[src/rtl/if_stage_pkg.sv]
// Shared definitions for the RV32 fetch stage: constants, fetch FSM states and
// the IF/ID payload layout.
package if_stage_pkg;
  localparam int XLEN = 32;
  localparam logic [XLEN-1:0] IF_NOP_INSTR = 32'h0000_0013;  // addi x0,x0,0
  localparam logic [XLEN-1:0] IF_RESET_PC  = 32'h0000_0000;

  typedef enum logic [1:0] {
    REQ  = 2'd0,
    WAIT = 2'd1,
    HOLD = 2'd2
  } fetch_state_e;

  typedef struct packed {
    logic [XLEN-1:0] pc;
    logic [XLEN-1:0] instr;
    logic            valid;
  } if_id_t;
endpackage

[src/rtl/if_stage_if_id_reg.sv]
// Pipeline register between two stages with flush > hold > load > bubble priority.
module if_id_reg
  import if_stage_pkg::*;
#(
  parameter logic [XLEN-1:0] NOP = IF_NOP_INSTR
) (
  input  logic   clk,
  input  logic   rst,
  input  logic   flush,
  input  logic   write_en,
  input  logic   load,
  input  if_id_t load_data,
  output if_id_t q
);
  if_id_t q_q, q_d;

  // Flush and bubble keep the pc so ID still sees where the hole came from.
  always_comb begin
    q_d = q_q;
    if (flush) begin
      q_d.valid = 1'b0;
      q_d.instr = NOP;
    end else if (!write_en) begin
      q_d = q_q;
    end else if (load) begin
      q_d       = load_data;
      q_d.valid = 1'b1;
    end else begin
      q_d.valid = 1'b0;
      q_d.instr = NOP;
    end
  end

  always_ff @(posedge clk or posedge rst) begin
    if (rst) begin
      q_q.pc    <= '0;
      q_q.instr <= NOP;
      q_q.valid <= 1'b0;
    end else begin
      q_q <= q_d;
    end
  end

  assign q = q_q;
endmodule

[src/rtl/if_stage.sv]
// Instruction-fetch stage: PC, single-outstanding imem handshake and IF/ID register.
module if_stage
  import if_stage_pkg::*;
#(
  parameter logic [XLEN-1:0] RESET_PC  = IF_RESET_PC,
  parameter logic [XLEN-1:0] NOP_INSTR = IF_NOP_INSTR
) (
  input  logic            clk,
  input  logic            rst,
  input  logic            pc_write,
  input  logic            if_id_write,
  input  logic            branch_taken,
  input  logic [XLEN-1:0] branch_target,
  output logic            imem_req,
  output logic [XLEN-1:0] imem_addr,
  input  logic            imem_ready,
  input  logic            imem_rvalid,
  input  logic [XLEN-1:0] imem_rdata,
  output logic [XLEN-1:0] if_id_pc,
  output logic [XLEN-1:0] if_id_instr,
  output logic            if_id_valid,
  output logic            fetch_busy
);
  fetch_state_e    state_q, state_d;
  logic [XLEN-1:0] fetch_pc_q, fetch_pc_d;
  logic [XLEN-1:0] req_pc_q, req_pc_d;
  logic            drop_q, drop_d;
  if_id_t          buf_q, buf_d;
  logic            deliver;
  if_id_t          deliver_data;
  if_id_t          if_id_q;

  always_comb begin
    imem_req     = (state_q == REQ) && pc_write && !branch_taken;
    state_d      = state_q;
    fetch_pc_d   = fetch_pc_q;
    req_pc_d     = req_pc_q;
    drop_d       = drop_q;
    buf_d        = buf_q;
    deliver      = 1'b0;
    deliver_data = buf_q;

    case (state_q)
      REQ: begin
        if (imem_req && imem_ready) begin
          req_pc_d = fetch_pc_q;
          state_d  = WAIT;
        end
      end
      WAIT: begin
        if (imem_rvalid) begin
          state_d = REQ;
          if (drop_q) begin
            drop_d = 1'b0;
          end else if (!branch_taken) begin
            if (if_id_write) begin
              deliver      = 1'b1;
              deliver_data = '{pc: req_pc_q, instr: imem_rdata, valid: 1'b1};
            end else begin
              buf_d   = '{pc: req_pc_q, instr: imem_rdata, valid: 1'b1};
              state_d = HOLD;
            end
          end
        end else if (branch_taken) begin
          // Response still in flight belongs to the wrong path; swallow it later.
          drop_d = 1'b1;
        end
      end
      HOLD: begin
        if (branch_taken) begin
          state_d = REQ;
        end else if (if_id_write) begin
          deliver = 1'b1;
          state_d = REQ;
        end
      end
      default: state_d = REQ;
    endcase

    if (branch_taken)                fetch_pc_d = branch_target;
    else if (imem_req && imem_ready) fetch_pc_d = fetch_pc_q + 32'd4;
  end

  always_ff @(posedge clk or posedge rst) begin
    if (rst) begin
      state_q    <= REQ;
      fetch_pc_q <= RESET_PC;
      req_pc_q   <= '0;
      drop_q     <= 1'b0;
      buf_q      <= '0;
    end else begin
      state_q    <= state_d;
      fetch_pc_q <= fetch_pc_d;
      req_pc_q   <= req_pc_d;
      drop_q     <= drop_d;
      buf_q      <= buf_d;
    end
  end

  if_id_reg #(.NOP(NOP_INSTR)) u_if_id (
    .clk       (clk),
    .rst       (rst),
    .flush     (branch_taken),
    .write_en  (if_id_write),
    .load      (deliver),
    .load_data (deliver_data),
    .q         (if_id_q)
  );

  assign imem_addr   = fetch_pc_q;
  assign fetch_busy  = (state_q != REQ);
  assign if_id_pc    = if_id_q.pc;
  assign if_id_instr = if_id_q.instr;
  assign if_id_valid = if_id_q.valid;
endmodule

[config.mk]
export PLATFORM = sky130hd
export DESIGN_NAME = if_stage
export DESIGN_NICKNAME = d
export VERILOG_FILES = /design/src/rtl/if_stage_pkg.sv /design/src/rtl/if_stage_if_id_reg.sv /design/src/rtl/if_stage.sv
export SDC_FILE = /design/constraint.sdc
export NUM_CORES = 1
export LEC_CHECK = 0
export ABC_CLOCK_PERIOD_IN_PS = 17600
export BUFFER_PORTS_ARGS = -buffer_cell sky130_fd_sc_hd__buf_2
export CELL_PAD_IN_SITES_DETAIL_PLACEMENT = 1
export CELL_PAD_IN_SITES_GLOBAL_PLACEMENT = 2
export CORE_UTILIZATION = 39
export DETAILED_ROUTE_END_ITERATION = 10
export PLACE_DENSITY_LB_ADDON = 0.1
export RECOVER_POWER = 50
export REMOVE_ABC_BUFFERS = 1
export SETUP_SLACK_MARGIN = 0.3
export SYNTH_ARGS = -nofsm -noshare
export SYNTH_HDL_FRONTEND = slang
export SYNTH_SLANG_ARGS = --single-unit
[constraint.sdc]
create_clock -name clk -period 17.6 [get_ports clk]
set_input_delay 0.88 -clock clk [delete_from_list [all_inputs] [get_ports clk]]
set_output_delay 0.88 -clock clk [all_outputs]
set_load 0.02 [all_outputs]
==> Word level (Yosys, flattened, before mapping) <==
Cells that the tools add are included.
{ "totals": {"register_bits": 197, "in_bits": 71, "elab_cells": 56} }
{ "op_classes": {"n_addsub": 1, "n_eq_ne": 5, "mux": 23, "bitwise": 3, "n_reduce_logical": 14} }
{ "op_table": {"columns": ["op", "n"], "rows": [
  ["$mux 65", 3],
  ["$mux 33", 3],
  ["$mux 32", 2],
  ["$add 32x3->32 const B", 1],
  ["$mux 2", 7],
  ["$reduce_bool 2->1", 4],
  ["$mux 1", 6],
  ["$pmux 2 s3", 1],
  ["$reduce_and 3->1", 2],
  ["$reduce_and 5->1", 1],
  ["$reduce_and 2->1", 2],
  ["$logic_and 1x1->1", 3],
  ["$ne 3x3->1 const B", 1],
  ["$not 1->1", 3],
  ["$eq 2x1->1 const B", 1],
  ["$eq 2x2->1 const B", 1],
  ["$logic_not 2->1", 1],
  ["$ne 2x1->1 const B", 1],
  ["$ne 2x2->1 const B", 1],
  ["$pmux 1 s2", 1],
  ["$logic_not 1->1", 1]
]} }

==> Logic depth before layout (Yosys ltp) <==
{ "depth": {"ltp_word": 8, "ltp_mapped": 9} }

==> By module <==
A second synthesis with hierarchy kept.
{ "unflattened": {"cells_unflattened": 742, "area_unflattened_um2": 9188.8} }
{ "by_module_without_submodules": {"columns": ["mod", "n_inst", "cells_each", "area_per_inst_um2"], "rows": [
  ["if_stage", 1, 527, 6417.4],
  ["if_id_reg", 1, 215, 2771.4]
]} }

==> Least setup slack after synthesis <==
No wires, ideal clock.
{ "synth_timing": {"kind": "input port to output port", "from": "in branch_taken", "to": "out imem_req", "arrival_time_ns": 1.957, "t_required_ns": 16.720, "slack_ns": 14.763, "cell_stages": 5, "path_buffers": 3, "path_cell_list": "clkbuf_1 > inv_1 > clkbuf_1 > clkbuf_1 > and3_1"} }
{ "synth_between": {"elab_chain_len": 2} }
{ "synth_rtl": {"columns": ["item", "line_no", "rtl"], "rows": [
  ["from (decl)", "if_stage.sv:12", "input logic branch_taken,"],
  ["$logic_not 1->1", null, null],
  ["$logic_and 1x1->1", "if_stage.sv:34", "imem_req = (state_q == REQ) && pc_write && !branch_taken;"],
  ["to (decl)", "if_stage.sv:14", "output logic imem_req,"]
]} }
No other way between the ends.

==> reports/results.tsv <==
stage	metric	value	unit
clock_tree	Inserted Clock Buffers	17	
layout	multi-input logic area	0.00345	mm²
clock_tree	H-tree levels	4	
routing	DRC	0	
placed_design	GPL Wtd Cong	0.748	
clock_tree	Hold Buf Count CTS	0	
worst_setup_path	RR Startpoint	state_q[0]$_DFFE_PP0P_	
synthesis	Ys Warns	0	
synthesis	sequential-to-total area share from yosys stat	57.3	%
clock_tree	Root Driver	clkbuf_16	
timing	Final period util	43.6	%
worst_setup_path	CP endpoint kind	async pin	
run_status	outcome	complete, but fails checks	
layout	FILL cells	2329	
routing	routed vias/inst	5.33	
floorplan	num rows	53	
synthesis	Syn Inst Count	732	
timing	Max-Slew Margin vs Limit	-264	%
grt	global route overflow	0	
layout	cell area after layout	0.0102	mm²
timing	worst setup margin	9.92	ns
flow_run	max_cap viols	3	
placed_design	DP Area	0.00965	mm²
timing	Setup-failing EPs final	0	
worst_setup_path	CP max FO	120	
layout	Area Growth Syn to Fin	18.6	%
floorplan	die height	150	µm
placed_design	buffers added on ports	169	
synthesis	Unique masters post-synth	38	
worst_hold_path	Hold/Removal Path Class	register to register	
floorplan	Die ar.	0.0226	mm²
timing	Tightest Pin Transition	5.42	ns
synthesis	number of synthesized flops with an enable pin	0	
clock_tree	Post-CTS Setup Bufs	0	
clock_tree	clk buf depth	2	
timing	FMAX	130	MHz
routing	Final ANT Viol Nets	0	
timing	Final min period	7.68	ns
clock_tree	Worst-Skew Late Latency	0.43	ns
worst_setup_path	WP data arrival	7.25	ns
pwr	Leak Pwr	4.46	nW
placed_design	HPWL after DPL	15000	µm
layout	share of cells above drive strength 1	24.1	%
grt	largest net degree at the start of global routing	121	
timing	Hold Vio Cnt, Final	0	
layout	Seq. cell area	0.00491	mm²
routing	total number of vias	6236	
worst_setup_path	WS Path Type	primary input to async pin	
layout	final cell count without fillers	1170	
worst_setup_path	Critical Path RT	17.17	ns
synthesis	syn_area_per_cell	11.7	µm²
layout	Nets	958	
synthesis	FF+latch count, synth	196	
routing	WL final	22600	µm
pwr	VDD IR-drop max	0.0000727	V
floorplan	number of I/O pins	170	
pwr	total power	1.50	mW
worst_hold_path	min-delay src	u_if_id.q[61]$_DFFE_PP0P_	
timing	Setup Total Neg Slack	0	ns
clock_tree	Sinks on Clock Net	196	
floorplan	core footprint	0.0213	mm²
pwr	PwrDens	147	mW/mm²
timing	count of pins over their slew limit	246	
grt	first-pass GRT wire length	36900	µm
grt	initial antenna violation count	0	
worst_setup_path	Critical Path Source	rst	
worst_hold_path	Worst Hold Path Cells	2	
grt	number of global-route vias before repair	6777	
placed_design	post-place setup slack	13.43	ns
routing	First DRT Iteration DRCs	290	
clock_tree	PostCTS Resize Cnt	0	
worst_setup_path	critical path startpoint category	primary input	
worst_setup_path	Worst R2R Setup Slack	14.20	ns
layout	Antenna diodes	0	
floorplan	Starting Density	40.2	%
run_status	failing checks	max-capacitance violations, max-slew violations	
placed_design	DP Cell Count	1138	
floorplan	die width	150	µm
synthesis	ys flop type	dfrtp_1	
routing	first drt pass iteration count	5	
routing	routed len/inst	19.3	µm
clock_tree	Reg clk slew, reported paths	0.07	ns
synthesis	async set-reset flop share out of synthesis	100	%
grt	total track usage	21.3	%
timing	clk_skew	0.0114	ns
worst_setup_path	cell depth of the worst flop-to-flop path	6	
synthesis	mapped cell area	0.00857	mm²
timing	RSZ-0062 raised after global routing	false	
clock_tree	CTS tree	yes	
registers in the layout, indices dropped and copies added, names as in the netlist:
| name | count |
|---|---|
| u_if_id.q | 65 |
| buf_q | 64 |
| imem_addr | 32 |
| req_pc_q | 32 |
| state_q | 2 |
| drop_q | 1 |
metrics by stage:
step                      util, %  hold slack (ns)
after floorplan                 -            0.465
after global placement       45.4            0.455
after detailed placement     45.4            0.466
after CTS                    48.4            0.484
after global routing         47.7            0.503
final                        47.7            0.480
power breakdown:
group | leakage [nW] | internal (mW) | switching, mW
Clock | 0.307 | 0.245 | 0.182
Combinational | 1.67 | 0.180 | 0.207
Sequential | 2.48 | 0.592 | 0.0911
Total | 4.46 | 1.02 | 0.480
worst paths after layout:
kind,end
max,u_if_id.q[61]$_DFFE_PP0P_
min,u_if_id.q[61]$_DFFE_PP0P_
max reg2reg,state_q[0]$_DFFE_PP0P_
min reg2reg,u_if_id.q[61]$_DFFE_PP0P_
max in group clk,imem_req
min in group asynchronous,u_if_id.q[24]$_DFFE_PP0P_
metal layers:
metal	vias up	global-route usage [%]	share of wire, %
met3	18	3.97	4.0
met2	134	35.9	50
met1	3177	28.0	45
li1	2907	-	-
met4	0	6.26	1.1
met5	-	0	0
area by class of cell:
| class | instances | area share, % |
|---|---|---|
| tap | 275 | 3.39 |
| multi-input combinational | 480 | 34.0 |
| inverter | 11 | 0.419 |
| clock inverter | 13 | 1.92 |
| clock buffer | 19 | 4.36 |
| timing repair buffer | 176 | 7.58 |
| sequential | 196 | 48.3 |
Yosys cell counts, types with 2 or more instances:
cell	count	area [µm²]
buf_2	17	85.1
nor4_1	5	31.3
o21ai_0	80	400
nand2b_1	2	12.5
a31oi_1	11	68.8
o22a_1	3	26.3
o31ai_1	7	52.6
inv_1	11	41.3
dfstp_2	3	78.8
a21oi_1	2	10.0
nand3b_1	2	15.0
buf_1	3	11.3
nor2_1	24	90.1
o211ai_1	5	37.5
xnor2_1	9	78.8
dfrtp_1	193	4830
mux2i_1	63	631
and3_1	4	25.0
nand4_2	2	25.0
ha_1	5	62.6
mux2_2	94	1060
nand2_1	96	360
nand3_1	15	75.1
xor2_1	3	26.3
or4_1	13	97.6
nor3_1	5	25.0
or3_1	3	18.8
a31o_2	2	17.5
and4_1	4	35.0
nand4_1	14	87.6
clkbuf_1	25	93.8
worst max-delay path: stages:
cell and delay, ns:
buf_2 0.10, clkinvlp_2 3.00, clkbuf_1 3.11
placed cells by master, fill, tap and decap left out, types with 10 or more instances in the layout:
| master | count |
|---|---|
| a31oi_1 | 11 |
| buf_2 | 72 |
| clkbuf_1 | 100 |
| clkbuf_16 | 17 |
| dfrtp_1 | 193 |
| inv_1 | 10 |
| mux2_2 | 94 |
| mux2i_1 | 63 |
| nand2_1 | 96 |
| nand3_1 | 15 |
| nand4_1 | 14 |
| nor2_1 | 23 |
| o21ai_0 | 80 |
| or4_1 | 13 |
cells by family (layout without fill, tap and decap cells):
| group | after synthesis | after routing | share of synthesized area [%] |
|---|---|---|---|
| AO/OA/AOI/OAI | 114 | 114 | 7.58 |
| XOR/XNOR | 12 | 12 | 1.23 |
| adder cells (fa/ha/maj) | 5 | 5 | 0.730 |
| buffers and inverters | 56 | 219 | 2.70 |
| flip-flops | 196 | 196 | 57.3 |
| multiplexers | 157 | 157 | 19.7 |
| AND/OR/NAND/NOR | 192 | 192 | 10.7 |
(Power assumes the default switching activity.)
